$ cat config.mk
export PLATFORM = sky130hd
export DESIGN_NAME = fetch_unit
export DESIGN_NICKNAME = d
export VERILOG_FILES = /design/src/rtl/cpu_pkg.sv /design/src/rtl/flagreg.sv /design/src/rtl/fetch_unit.sv
export SDC_FILE = /design/constraint.sdc
export NUM_CORES = 1
export LEC_CHECK = 0
export CAP_MARGIN = 30
export CORE_MARGIN = 1
export CORE_UTILIZATION = 33
export DETAILED_ROUTE_END_ITERATION = 7
export DONT_BUFFER_PORTS = 1
export GPL_TIMING_DRIVEN = 1
export PLACE_DENSITY = 0.54
export SLEW_MARGIN = 40
export SYNTH_ARGS = -nofsm -noshare
export SYNTH_HDL_FRONTEND = slang
export SYNTH_SLANG_ARGS = --single-unit
$ cat constraint.sdc
create_clock -name clk -period 7.5 [get_ports clk]
set_clock_uncertainty 0.05 [all_clocks]
set_input_delay 1.5 -clock clk [delete_from_list [all_inputs] [get_ports clk]]
set_output_delay 1.5 -clock clk [all_outputs]
set_load 0.03 [all_outputs]
$ cat src/rtl/cpu_pkg.sv
// Shared LEGv8 CPU definitions: fetch FSM states, instruction field positions,
// NZVC flag indices and the opcode patterns used by the control unit and fetch stage.
package cpu_pkg;

  typedef enum logic {
    FETCH = 1'b0,
    EXEC  = 1'b1
  } state_t;

  localparam int OPC_MSB    = 31;
  localparam int OPC_LSB    = 21;
  localparam int BR26_MSB   = 25;
  localparam int BR26_LSB   = 0;
  localparam int COND19_MSB = 23;
  localparam int COND19_LSB = 5;

  localparam int FLAG_N = 3;
  localparam int FLAG_Z = 2;
  localparam int FLAG_V = 1;
  localparam int FLAG_C = 0;

  // Branch formats are matched on their leading bits only; R-format on all 11.
  localparam logic [5:0]  OPC_B     = 6'b000101;
  localparam logic [7:0]  OPC_CBZ   = 8'b10110100;
  localparam logic [7:0]  OPC_BCOND = 8'b01010100;
  localparam logic [10:0] OPC_ADD   = 11'b10001011000;
  localparam logic [10:0] OPC_SUB   = 11'b11001011000;
  localparam logic [10:0] OPC_SUBS  = 11'b11101011000;

endpackage

$ cat src/rtl/flagreg.sv
// 4-bit NZVC condition-flag register with load enable and asynchronous reset.
module flagreg (
  input  logic       clk,
  input  logic       rst,
  input  logic       en,
  input  logic [3:0] d,
  output logic [3:0] q
);

  logic [3:0] r_flags;

  // NOTE: state is updated with non-blocking assignments so every flop samples
  // pre-edge values regardless of process evaluation order.
  always_ff @(posedge clk or posedge rst) begin
    if (rst)     r_flags <= 4'b0000;
    else if (en) r_flags <= d;
  end

  assign q = r_flags;

endmodule

$ cat src/rtl/fetch_unit.sv
// LEGv8 fetch/PC-sequencing stage: two-state FETCH/EXEC FSM, instruction register,
// NZVC flag register and B/CBZ/BLT resolution.
module fetch_unit
  import cpu_pkg::*;
#(
  parameter int                  ADDR_W   = 64,
  parameter logic [ADDR_W-1:0]   RESET_PC = '0
) (
  input  logic              clk,
  input  logic              reset,
  input  logic              imem_ready,
  input  logic [31:0]       instr,
  input  logic              UBranch,
  input  logic              Branch,
  input  logic              Brsel,
  input  logic              FlagEn,
  input  logic              alu_zero,
  input  logic              alu_negative,
  input  logic              alu_overflow,
  input  logic              alu_carry,
  output logic              imem_req,
  output logic [ADDR_W-1:0] pc,
  output logic [31:0]       ir,
  output logic [10:0]       opcode,
  output logic              instr_valid,
  output logic [3:0]        flags,
  output logic              taken
);

  state_t              r_state;
  logic [ADDR_W-1:0]   r_pc;
  logic [31:0]         r_ir;
  logic                r_imem_req;
  logic                r_instr_valid;

  logic                w_exec;
  logic [3:0]          w_flags;
  logic                w_cond;
  logic                w_taken;
  logic [ADDR_W-1:0]   w_off26;
  logic [ADDR_W-1:0]   w_off19;
  logic [ADDR_W-1:0]   w_step;
  logic [ADDR_W-1:0]   w_next_pc;

  assign w_exec = (r_state == EXEC);

  flagreg u_flagreg (
    .clk (clk),
    .rst (reset),
    .en  (w_exec & FlagEn),
    .d   ({alu_negative, alu_zero, alu_overflow, alu_carry}),
    .q   (w_flags)
  );

  // BLT reads the registered flags, so a same-cycle FlagEn only affects the next instruction.
  assign w_cond  = Brsel ? (w_flags[FLAG_N] ^ w_flags[FLAG_V]) : alu_zero;
  assign w_taken = w_exec & (UBranch | (Branch & w_cond));

  assign w_off26 = {{(ADDR_W-28){r_ir[BR26_MSB]}}, r_ir[BR26_MSB:BR26_LSB], 2'b00};
  assign w_off19 = {{(ADDR_W-21){r_ir[COND19_MSB]}}, r_ir[COND19_MSB:COND19_LSB], 2'b00};
  assign w_step  = !w_taken ? {{(ADDR_W-3){1'b0}}, 3'd4} :
                   UBranch  ? w_off26 : w_off19;
  assign w_next_pc = r_pc + w_step;

  always_ff @(posedge clk or posedge reset) begin
    if (reset) begin
      r_state       <= FETCH;
      r_pc          <= RESET_PC;
      r_ir          <= 32'h0;
      r_imem_req    <= 1'b1;
      r_instr_valid <= 1'b0;
    end else begin
      case (r_state)
        FETCH: begin
          if (imem_ready) begin
            r_ir          <= instr;
            r_state       <= EXEC;
            r_imem_req    <= 1'b0;
            r_instr_valid <= 1'b1;
          end
        end
        EXEC: begin
          r_pc          <= w_next_pc;
          r_state       <= FETCH;
          r_imem_req    <= 1'b1;
          r_instr_valid <= 1'b0;
        end
      endcase
    end
  end

  assign imem_req    = r_imem_req;
  assign instr_valid = r_instr_valid;
  assign pc          = r_pc;
  assign ir          = r_ir;
  assign opcode      = r_ir[OPC_MSB:OPC_LSB];
  assign flags       = w_flags;
  assign taken       = w_taken;

endmodule

# Yosys cells after proc, flatten, opt, wreduce, memory -nomap -nowiden
# Cells that the tools add are included.
# totals
regBits	103
inputBits	43
out_inout_bits	114
elab_cells	24
# classes
add_sub_neg	1
n_eq_ne	1
mux	9
n_bitwise	6
n_reduce_logical	1
# ops
operator	count
two-way mux 64 bit	2
adder 64 bit	1
one-hot mux 1 bit (2 select lines)	3
two-way mux 1 bit	4
bitwise AND 1 bit	3
!= test 2 bit, second input constant	1
AND reduction 2 bit	1
inverter 1 bit	1
OR 1 bit	1
bitwise XOR 1 bit	1

# Depth between registers and ports, before layout
# Gate-level depths: netlist of run 1.
# depth
ltp_word	7
mapped_depth	19
mapped_depth_nobuf	19

# Hierarchy
# A second synthesis of run 1 with hierarchy kept.
# unflattened
hier_cells	843
hier_area_um2	7968.9
# by_module_without_submodules
mod	instances	cells_per_inst	area_each_um2	seq_area_each_um2
fetch_unit	1	834	7820.0	2428.6
flagreg	1	9	148.9	100.1

# Worst setup path before layout of run 1
# OpenSTA, ideal clock, no wires.
# synth_path
path_kind	input-to-reg
start	input port UBranch
end	register r_pc[63], in the netlist pc[63]
setup_ns	0.135
arrival_ns	6.093
required_time_ns	7.315
slack_ns	1.222
path_stages	15
n_path_buf	2
cell_sequence	clkbuf_1 o21ai_1 a21oi_1 ha_1 clkbuf_1 and4_1 nand2_1 nor2_1 a2111oi_2 o21a_1 a41oi_1 o21ai_1 a21oi_1 o31a_1 xor2_1
# synth_between
elab_chain_len	4
word_cells_on_any_way	5
cone_classes	add/sub (1); mux (2); bitwise (2)
# synth_lines
item	line	source
start, declared	fetch_unit.sv:13	input logic UBranch,
OR 1 bit	fetch_unit.sv:57	assign w_taken = w_exec & (UBranch | (Branch & w_cond));
bitwise AND 1 bit	fetch_unit.sv:57	
two-way mux 64 bit (*)	fetch_unit.sv:61	assign w_step = !w_taken ? {{(ADDR_W-3){1'b0}}, 3'd4} :
adder 64 bit (*)	fetch_unit.sv:63	assign w_next_pc = r_pc + w_step;
end signal, assigned	fetch_unit.sv:83	r_pc <= w_next_pc;
end, declared	fetch_unit.sv:31	logic [ADDR_W-1:0] r_pc;
# Every way passes the cells marked *; elsewhere a longest branch is shown, timed or not.
# A chain may end at the register's enable or synchronous reset.

# Worst setup path in the final report of run 1
# layout_path
start	input port alu_zero
end	register r_pc[42], in the netlist pc[42]
# layout_between
elab_chain_len	6
# layout_lines
item	line	source
start, declared	fetch_unit.sv:17	input logic alu_zero,
two-way mux 1 bit	fetch_unit.sv:56	assign w_cond = Brsel ? (w_flags[FLAG_N] ^ w_flags[FLAG_V]) : alu_zero;
bitwise AND 1 bit	fetch_unit.sv:57	
OR 1 bit	fetch_unit.sv:57	
bitwise AND 1 bit	fetch_unit.sv:57	
via taken	fetch_unit.sv:27	output logic taken
two-way mux 64 bit	fetch_unit.sv:61	
adder 64 bit	fetch_unit.sv:63	
# The timed path passes the listed nets, and every way through them passes these cells.

==> summary.txt, run 1 <==
Detailed routing
  – DRC: 0
  – Vias: 6078
  – Post-DRT Antenna Nets: 0
  – Via density: 5.46
  – WL final: 21.1 mm
  – Starting DRT DRC Count: 335
  – Drt pass-1 iters: 4
  – DR WL/cell: 19.0 µm

Yosys
  – Synth warnings: 0
  – Synth top area share: 31.3%
  – Number of synthesized flops with an enable pin: 0
  – Largest cells by area after synthesis: dfrtp_1 (31%), mux2_2 (13%), ha_1 (9.6%), a21o_1 (4.5%), a21oi_1 (3.9%)
  – Asr flop ratio synth: 100%
  – Synthesized area: 7990 µm²
  – Yosys reg bits: 101
  – Synth cell count leaders: dfrtp_1 (100), mux2_2 (89), a21oi_1 (63)
  – Yosys top cell by area: dfrtp_1
  – Synthesized instance count: 834
  – Synth Area per Inst: 9.58 µm²
  – Sequential share of the synthesized area: 31.7%
  – Top_reg_cell synth: dfrtp_1
  – Most common cell in the netlist: dfrtp_1
  – Distinct cells, synth: 77

Placement
  – Gpl congestion: 0.897
  – Cell Area, Placed: 8100 µm²
  – DPL Wire Length: 16.3 mm
  – Number of buffers added on ports: 0
  – Placed cell count: 1097

STA
  – Final Cycle Share: 72.0%
  – Fin. Hold Viols: 0
  – Final min period: 5.40 ns
  – Slew @ Worst Pin: 0.725 ns
  – Max Fclk: 185 MHz
  – Post-route setup TNS: 0 ns
  – Slew Limit Fails: 0
  – Slew headroom: 51.6%
  – RSZ-0062 raised after global routing: no
  – Min Hold Slack: 0.507 ns
  – Final setup fails: 0

Pwr
  – P_sw: 0.00169 W
  – P_leak: 3.83 nW
  – Clk pwr share: 14.1%
  – IR drop worst, VDD: 0.153 mV
  – Power share of the combinational group: 42.9%
  – Pwr Total: 0.00328 W
  – P per Cell Area: 390 nW/µm²
  – Pint: 0.00159 W
  – Net Sw Frac: 51.5%
  – Flop pwr share: 43.1%

Min path
  – Hold Startpoint: imem_req$_DFFE_PP1P_
  – Worst min path class: reg2reg

Global routing
  – First-pass GRT wire length: 33.7 mm
  – Antenna violations before repair: 0
  – Pin count of the biggest net entering global routing: 68
  – Global Route met2 Usage: 28.8%
  – Total grt overflow: 0
  – Vias in the first global route: 6087
  – Top Usage Layer GRT: met2
  – M3 GR Usage: 6.16%
  – Global Route Usage Sum: 17.5%
  – Met1 Track Usage GR: 21.8%

Worst setup path
  – Element type at the critical path start: input pin
  – Crit Path Max Fanout: 26
  – Worst Setup SP: alu_zero
  – Crit path kind: in2reg
  – Worst Path Arrival: 5.59 ns
  – Worst EP required: 7.69 ns
  – CP endpoint kind: flip-flop
  – R2r startpoint: u_flagreg.q[3]$_DFFE_PP0P_

Clocking
  – Post_cts resized: 0
  – Clock Sinks: 101
  – CTS tree: built
  – Clk_lat worst skew: 0.36 ns
  – Hold buffers post-CTS: 0
  – Clk pin slew, worst setup/hold paths: 0.07 ns
  – Clock Tree Buf Depth: 2
  – Post-CTS Setup Inserts: 0
  – H-tree Lvls: 3
  – Root Buffer: clkbuf_16
  – Num CTS Buffers: 9

Flow run
  – Max_cap viols: 0

Finish
  – Cell area after layout: 8400 µm²
  – NumNets Final: 895
  – Fillers: 2447
  – Post-Layout Cell Count: 1114
  – Layout cells sized above 1: 17.2%
  – Antenna cells: 0
  – Area growth syn-to-layout: 5.17%

Die
  – IO Pins: 157
  – Chip Height: 158 µm
  – Core ar.: 23600 µm²
  – Initial core utilization: 33.8%
  – Chip Width: 158 µm
  – Std cell rows: 56
  – Die area: 24800 µm²

Run status
  – Run status: complete, no violations
layer usage:
layer	wire [µm]	up-vias	share of wire, %
met2	9840	163	47
met3	1660	20	7.9
met1	9390	2926	44
met5	0	-	0
li1	-	2969	-
met4	223	0	1.1
stage by stage:
step,worst slack (ns),utilization (%)
2_1_floorplan,1.22,-
3_3_place_gp,1.83,34.3
3_5_place_dp,1.76,34.3
4_1_cts,2.14,35.5
5_1_grt,1.82,35.6
6_report,2.10,35.6
cells in the final DEF (no fill, tap or decap), drive strengths merged, types with 4 or more instances in the layout:
| cell | instances |
|---|---|
| dfrtp | 100 |
| mux2 | 89 |
| a21oi | 65 |
| nand2 | 61 |
| ha | 61 |
| nor2 | 57 |
| a21o | 48 |
| xnor2 | 35 |
| o21ai | 28 |
| inv | 26 |
| nand4 | 21 |
| xor2 | 20 |
| mux2i | 18 |
| o21bai | 17 |
| nand3 | 13 |
| a31oi | 12 |
| clkbuf | 10 |
| o31ai | 8 |
| nor3 | 7 |
| o21a | 6 |
| buf | 6 |
| and2 | 5 |
| or3 | 5 |
| a21boi | 5 |
| nor2b | 5 |
| a41oi | 5 |
| nand2b | 4 |
| a211oi | 4 |
power groups by stage:
stage | Clock [W] | Combinational (W) | Sequential (W)
6_report | 0.000461 | 0.00140 | 0.00141
5_1_grt | 0.000500 | 0.00156 | 0.00146
4_1_cts | 0.000481 | 0.00140 | 0.00143
3_5_place_dp | 0 | 0.00139 | 0.00144
3_3_place_gp | 0 | 0.00139 | 0.00144
2_1_floorplan | 0 | 0.00122 | 0.00130
worst paths after layout:
| kind | end | slack (ns) | cells past startpoint |
|---|---|---|---|
| worst max-delay path | pc[42]$_DFFE_PP0P_ | 2.10 | 18 |
| worst min-delay path | imem_req$_DFFE_PP1P_ | 0.51 | 2 |
| worst max register to register | pc[42]$_DFFE_PP0P_ | 2.55 | 20 |
| worst min register to register | imem_req$_DFFE_PP1P_ | 0.51 | 2 |
| max in group asynchronous | r_state$_DFF_PP0_ | 5.42 | 2 |
| min in group asynchronous | ir[0]$_DFFE_PP0P_ | 0.99 | 1 |
registers in the layout, summed over array words and instances (netlist names):
| register | flops |
|---|---|
| u_flagreg.q | 4 |
| ir | 32 |
| instr_valid | 1 |
| pc | 62 |
| r_state | 1 |
| imem_req | 1 |
kinds of logic (layout without fill, tap and decap cells):
family | count (synthesis) | after routing | synth area share (%)
buffers and inverters | 83 | 43 | 5.48
AO/OA/AOI/OAI | 233 | 233 | 20.9
other | 1 | 2 | 0.0469
XOR/XNOR | 55 | 55 | 6.03
adder cells (fa/ha/maj) | 62 | 62 | 9.80
multiplexers | 107 | 107 | 14.8
AND/OR/NAND/NOR | 192 | 192 | 11.2
flip-flops | 101 | 101 | 31.7
cell type report:
| type | instances | area (µm²) | share of cell area [%] |
|---|---|---|---|
| repair buffers | 6 | 72.6 | 0.864 |
| clock inverters | 6 | 48.8 | 0.581 |
| well taps | 319 | 399 | 4.75 |
| flip-flops and latches | 101 | 2530 | 30.1 |
| multi-input cells | 651 | 5040 | 60.0 |
| inverters | 21 | 81.3 | 0.968 |
| clock buffers | 10 | 229 | 2.73 |
critical path, cell delays in order:
cell and delay (ns):
o211a_1 0.22, o21ai_2 0.11, buf_4 0.31, inv_1 0.26, nand2_1 0.12, ha_1 0.17
inv_1 0.06, fa_1 0.39, and2b_4 0.28, o2111ai_4 0.14, a2111oi_4 0.46, o21ai_0 0.21
o21ai_2 0.30, a31oi_1 0.23, o21ai_1 0.29, a21boi_0 0.16, xnor2_1 0.14, mux2_2 0.27
(Power assumes the default switching activity.)
==> inputs of run 2 (changes only) <==
==> constraint.sdc (replaced) <==
create_clock -name clk -period 5.2 [get_ports clk]
set_clock_uncertainty 0.05 [all_clocks]
set_input_delay 1.04 -clock clk [delete_from_list [all_inputs] [get_ports clk]]
set_output_delay 1.04 -clock clk [all_outputs]
set_load 0.03 [all_outputs]
==> summary.txt, run 2 (same netlist as run 1, synthesis figures left out) <==
Global routing
  – Top Usage Layer GRT: met2 (unchanged)
  – Vias in the first global route: 6011 (was 6087)
  – M3 GR Usage: 6.30% (was 6.16%)
  – Global Route Usage Sum: 17.6% (was 17.5%)
  – Global Route met2 Usage: 29.0% (was 28.8%)
  – Antenna violations before repair: 0 (unchanged)
  – Pin count of the biggest net entering global routing: 77 (was 68)
  – First-pass GRT wire length: 34.0 mm (was 33.7 mm)
  – Total grt overflow: 0 (unchanged)
  – Met1 Track Usage GR: 22.1% (was 21.8%)

Worst setup path
  – Buf/Inv on CP: 1 (was 3)
  – Crit Path Max Fanout: 23 (was 26)
  – Critical path cell sequence: o211a_1, o21ai_2, buf_4, nor2_1, ha_1, a21oi_1, a211oi_1, a211oi_1, a21oi_1, o31ai_1, o21ai_2, a41oi_2, o21bai_1, xor2_1, mux2_2 (was o211a_1, o21ai_2, buf_4, inv_1, nand2_1, ha_1, inv_1, fa_1, and2b_4, o2111ai_4, a2111oi_4, o21ai_0, o21ai_2, a31oi_1, o21ai_1, a21boi_0, xnor2_1, mux2_2)
  – Worst EP required: 5.40 ns (was 7.69 ns)
  – Largest stage delay, worst path: 0.46 ns (about the same)
  – Element type at the critical path start: input pin (unchanged)
  – Crit path kind: in2reg (unchanged)
  – Crit path max-delay cell type: o31ai_1 (was a2111oi_4)
  – CP endpoint kind: flip-flop (unchanged)
  – Worst Path Arrival: 4.78 ns (was 5.59 ns)
  – Critical path's top delay family: compound AO/OA/AOI/OAI gates (unchanged)

Die
  – Core ar.: 23600 µm² (unchanged)
  – Initial core utilization: 33.8% (unchanged)
  – Die area: 24800 µm² (unchanged)
  – IO Pins: 157 (unchanged)
  – Chip Height: 158 µm (unchanged)
  – Std cell rows: 56 (unchanged)
  – Chip Width: 158 µm (unchanged)

Finish
  – Commonest non-fill, non-tap cell in the layout: dfrtp_1 (unchanged)
  – Post-Layout Cell Count: 1123 (was 1114)
  – Antenna cells: 0 (unchanged)
  – NumNets Final: 904 (was 895)
  – Area growth syn-to-layout: 6.09% (was 5.17%)
  – Commonest non-fill, non-tap cells in the layout: dfrtp_1 (99), mux2_2 (89), a21oi_1 (62) (unchanged)
  – Layout cells sized above 1: 18.0% (was 17.2%)
  – Max reg flops: 62 (unchanged)

Clocking
  – Clk pin slew, worst setup/hold paths: 0.08 ns (was 0.07 ns)
  – Root Buffer: clkbuf_16 (unchanged)
  – Post-CTS Setup Inserts: 0 (unchanged)
  – Post_cts resized: 0 (unchanged)
  – Clk_lat worst skew: 0.36 ns (about the same)
  – CTS tree: built (unchanged)
  – H-tree Lvls: 3 (unchanged)
  – Num CTS Buffers: 9 (unchanged)
  – Clock Tree Buf Depth: 2 (unchanged)
  – Clock Sinks: 101 (unchanged)
  – Hold buffers post-CTS: 0 (unchanged)

STA
  – Slew Limit Fails: 0 (unchanged)
  – Fin. Hold Viols: 0 (unchanged)
  – Final min period: 4.58 ns
  – Post-route setup TNS: 0 ns (unchanged)
  – Slew @ Worst Pin: 0.777 ns (was 0.725 ns)
  – Final Cycle Share: 88.1%
  – RSZ-0062 raised after global routing: no (unchanged)
  – Max Fclk: 218 MHz
  – Slew headroom: 48.2% (was 51.6%)
  – Final setup fails: 0 (unchanged)

Pwr
  – IR drop worst, VDD: 0.189 mV (was 0.153 mV)
  – P_leak: 3.87 nW (was 3.83 nW)
  – P per Cell Area: 562 nW/µm² (was 390 nW/µm²)

Flow run
  – Max_cap viols: 0 (unchanged)

Detailed routing
  – Drt pass-1 iters: 6 (was 4)
  – DRC: 0 (unchanged)
  – WL final: 21.3 mm (was 21.1 mm)
  – Via density: 5.40 (was 5.46)
  – Starting DRT DRC Count: 315 (was 335)
  – DR WL/cell: 18.9 µm (was 19.0 µm)
  – Vias: 6066 (was 6078)
  – Post-DRT Antenna Nets: 0 (unchanged)

Placement
  – DPL Wire Length: 16.5 mm (was 16.3 mm)
  – Number of buffers added on ports: 0 (unchanged)
  – Gpl congestion: 0.880 (was 0.897)
  – Placed cell count: 1106 (was 1097)

Min path
  – Worst min path class: reg2reg (unchanged)

Run status
  – Run status: complete, no violations (unchanged)
-- run 2: cell types whose count changed in the layout (fill, tap and decap cells not counted), sizes merged --
cell / delta
buf: +9
clkbuf: +1
clkinv: -1
clkinvlp: +1
inv: -1
-- run 2: cell type report --
| type | count | area [µm²] |
|---|---|---|
| Fill cell | 2407 | 15100 |
| Clock inverter | 5 | 45.0 |
| Tap cell | 319 | 399 |
| Timing Repair Buffer | 15 | 136 |
| Multi-Input combinational cell | 651 | 5050 |
| Inverter | 21 | 83.8 |
| Clock buffer | 11 | 233 |
| Sequential cell | 101 | 2530 |
-- run 2: path summary, 6_finish.rpt --
path	endpoint	slack (ns)	cells past startpoint	from
max	pc[57]$_DFFE_PP0P_	0.62	15	alu_zero
max reg2reg	pc[57]$_DFFE_PP0P_	0.62	17	u_flagreg.q[1]$_DFFE_PP0P_
max in group asynchronous	pc[32]$_DFFE_PP0P_	3.66	2	reset
min	imem_req$_DFFE_PP1P_	0.52	2	imem_req$_DFFE_PP1P_
min reg2reg	imem_req$_DFFE_PP1P_	0.52	2	imem_req$_DFFE_PP1P_
min in group asynchronous	ir[1]$_DFFE_PP0P_	0.60	1	reset
-- run 2: per-stage QoR --
stage | area (µm²) | utilization [%] | total power, W | hold slack [ns] | setup WS (ns)
2_1_floorplan | 8000 | - | 0.00364 | 0.477 | 0.0532
3_3_place_gp | 8180 | 34.6 | 0.00412 | 0.495 | 0.286
3_5_place_dp | 8180 | 34.7 | 0.00412 | 0.508 | 0.255
4_1_cts | 8460 | 35.8 | 0.00482 | 0.523 | 0.614
5_1_grt | 8480 | 35.9 | 0.00512 | 0.543 | 0.333
6_report | 8480 | 35.9 | 0.00477 | 0.518 | 0.617
-- run 2: power by group --
group	switching (W)	leakage, nW	internal (W)
sequential	0.000966	1.20	0.00107
clock	0.000332	0.133	0.000335
combinational	0.00115	2.54	0.000919
total	0.00245	3.87	0.00232
-- run 2: tightest hold or removal path: cells and delay by family, from the launching register on --
family / cells / cell delay [ns]
buf+inv: 1 / 0.06
compound gates: 1 / 0.07
flops: 1 / 0.43
-- run 2: per-layer routing --
layer / share of wire, % / vias up
met5: 0 / -
met4: 1.0 / 0
met3: 8.3 / 18
met2: 47 / 177
met1: 44 / 2896
li1: - / 2975
==> inputs of run 3 (changes only) <==
--- a/config.mk
+++ b/config.mk
@@ -11,7 +11,6 @@
 export DETAILED_ROUTE_END_ITERATION = 7
 export DONT_BUFFER_PORTS = 1
 export GPL_TIMING_DRIVEN = 1
-export PLACE_DENSITY = 0.54
 export SLEW_MARGIN = 40
 export SYNTH_ARGS = -nofsm -noshare
 export SYNTH_HDL_FRONTEND = slang
==> summary.txt, run 3 (same netlist as run 1, synthesis figures left out) <==
Run status
  – Run status: complete, no violations (unchanged)

Finish
  – Max reg flops: 62 (unchanged)
  – Final core utilization: 36.1% (was 35.9%)
  – NumNets Final: 911 (was 904)
  – Commonest non-fill, non-tap cells in the layout: dfrtp_1 (99), mux2_2 (89), a21oi_1 (62) (unchanged)
  – Layout cells sized above 1: 18.9% (was 18.0%)
  – Commonest non-fill, non-tap cell in the layout: dfrtp_1 (unchanged)
  – Fillers: 2469 (was 2407)
  – Area growth syn-to-layout: 6.73% (was 6.09%)
  – Antenna cells: 0 (unchanged)

Clocking
  – Root Buffer: clkbuf_16 (unchanged)
  – Clock Sinks: 101 (unchanged)
  – Post-CTS Setup Inserts: 0 (unchanged)
  – Post_cts resized: 0 (unchanged)
  – Clk_lat worst skew: 0.36 ns (about the same)
  – Num CTS Buffers: 9 (unchanged)
  – Hold buffers post-CTS: 0 (unchanged)
  – Clock Tree Buf Depth: 2 (unchanged)
  – Clk pin slew, worst setup/hold paths: 0.07 ns (was 0.08 ns)
  – CTS tree: built (unchanged)
  – H-tree Lvls: 3 (unchanged)

STA
  – Post-route setup TNS: 0 ns (unchanged)
  – Final Cycle Share: 89.1% (was 88.1%)
  – Final setup fails: 0 (unchanged)
  – Final min period: 4.63 ns (was 4.58 ns)
  – Fin. Hold Viols: 0 (unchanged)
  – RSZ-0062 raised after global routing: no (unchanged)
  – Slew headroom: 46.1% (was 48.2%)
  – Max Fclk: 216 MHz (was 218 MHz)
  – Slew @ Worst Pin: 0.809 ns (was 0.777 ns)
  – Slew Limit Fails: 0 (unchanged)

Worst setup path
  – Buf/Inv on CP: 1 (unchanged)
  – Critical path's top delay family: compound AO/OA/AOI/OAI gates (unchanged)
  – Element type at the critical path start: flip-flop (was input pin)
  – CP endpoint kind: flip-flop (unchanged)
  – Crit path max-delay cell type: dfrtp_1 (was o31ai_1)
  – Critical path cell sequence: xnor2_1, nand2_1, o211a_1, o21ai_2, buf_4, or2_2, fa_1, and2b_4, o2111ai_4, a2111oi_4, o31ai_2, a211oi_2, nor2_1, o21bai_1, a41oi_1, xnor2_1, mux2_2 (was o211a_1, o21ai_2, buf_4, nor2_1, ha_1, a21oi_1, a211oi_1, a211oi_1, a21oi_1, o31ai_1, o21ai_2, a41oi_2, o21bai_1, xor2_1, mux2_2)
  – Largest stage delay, worst path: 0.51 ns (was 0.46 ns)
  – R2r startpoint: u_flagreg.q[3]$_DFFE_PP0P_ (was u_flagreg.q[1]$_DFFE_PP0P_)
  – Worst Setup SP: u_flagreg.q[3]$_DFFE_PP0P_ (was alu_zero)
  – Worst Path Arrival: 4.83 ns (was 4.78 ns)
  – Crit Path Max Fanout: 16 (was 23)
  – Worst EP required: 5.39 ns (was 5.40 ns)
  – Crit path kind: reg2reg (was in2reg)
  – Crit-path most repeated cell: xnor2_1

Global routing
  – Total grt overflow: 0 (unchanged)
  – Antenna violations before repair: 0 (unchanged)
  – Global Route Usage Sum: 17.4% (was 17.6%)
  – Pin count of the biggest net entering global routing: 68 (was 77)
  – First-pass GRT wire length: 33.5 mm (was 34.0 mm)
  – Vias in the first global route: 6049 (was 6011)

Flow run
  – Max_cap viols: 0 (unchanged)

Min path
  – Hold Startpoint: imem_req$_DFFE_PP1P_ (unchanged)
  – Worst min path class: reg2reg (unchanged)

Detailed routing
  – Top metal layer carrying routed signals: met4 (unchanged)
  – Starting DRT DRC Count: 341 (was 315)
  – Routed length on met1: 9.25 mm (was 9.38 mm)
  – WL final: 21.1 mm (was 21.3 mm)
  – Post-DRT Antenna Nets: 0 (unchanged)
  – DRC: 0 (unchanged)
  – DR WL met2: 9.88 mm (was 9.90 mm)
  – Drt pass-1 iters: 5 (was 6)
  – Via density: 5.46 (was 5.40)
  – DR WL met3: 1.72 mm (was 1.77 mm)
  – Vias: 6165 (was 6066)
  – DR WL/cell: 18.6 µm (was 18.9 µm)

Die
  – Core ar.: 23600 µm² (unchanged)
  – Die area: 24800 µm² (unchanged)
  – Std cell rows: 56 (unchanged)
  – Initial core utilization: 33.8% (unchanged)
  – Chip Width: 158 µm (unchanged)
  – IO Pins: 157 (unchanged)
  – Chip Height: 158 µm (unchanged)

Pwr
  – P per Cell Area: 562 nW/µm² (about the same)
  – IR drop worst, VDD: 0.222 mV (was 0.189 mV)
  – P_leak: 3.90 nW (was 3.87 nW)

Placement
  – Gpl congestion: 0.907 (was 0.880)
  – DPL Wire Length: 16.5 mm (about the same)
  – Number of buffers added on ports: 0 (unchanged)
==> run 3: worst paths after layout <==
kind	endpoint	slack (ns)	depth (start not counted)
setup / recovery	pc[34]$_DFFE_PP0P_	0.57	17
setup reg to reg	pc[34]$_DFFE_PP0P_	0.57	17
hold reg to reg	imem_req$_DFFE_PP1P_	0.51	2
min in group asynchronous	ir[31]$_DFFE_PP0P_	0.55	1
max in group asynchronous	pc[34]$_DFFE_PP0P_	3.60	2
hold / removal	imem_req$_DFFE_PP1P_	0.51	2
==> run 3: cell type report <==
class | instances | area (µm²) | area share, %
repair buffers | 22 | 184 | 2.16
clock buffers | 10 | 239 | 2.80
inverters | 21 | 83.8 | 0.983
clock inverters | 5 | 42.5 | 0.499
multi-input cells | 651 | 5050 | 59.2
flip-flops and latches | 101 | 2530 | 29.7
well taps | 319 | 399 | 4.68
==> run 3: where the power goes <==
| group | internal [W] | switching (W) | total, W |
|---|---|---|---|
| sequential | 0.00107 | 0.000974 | 0.00204 |
| clock | 0.000342 | 0.000333 | 0.000675 |
| combinational | 0.000929 | 0.00115 | 0.00207 |
| total | 0.00234 | 0.00245 | 0.00479 |
==> run 3: per-layer routing <==
layer | global-route usage, % | vias to the layer above
li1 | - | 2990
met1 | 21.3 | 2983
met2 | 29.1 | 174
met3 | 6.05 | 18
met4 | 4.02 | 0
met5 | 0 | -
==> run 3: metrics by stage <==
stage	worst slack, ns	cells	total power, W	hold slack (ns)	area [µm²]
after floorplan	0.0532	835	0.00364	0.477	8000
after global placement	0.282	1112	0.00410	0.497	8210
after detailed placement	0.259	1113	0.00413	0.504	8230
after CTS	0.557	1128	0.00483	0.519	8510
after global routing	0.287	1129	0.00515	0.536	8530
final	0.567	1129	0.00479	0.511	8530
==> run 3: worst min-delay path, stage by stage, from the launching register on <==
cell and delay (ns):
dfstp_2 0.43, inv_1 0.06, o21ai_0 0.07
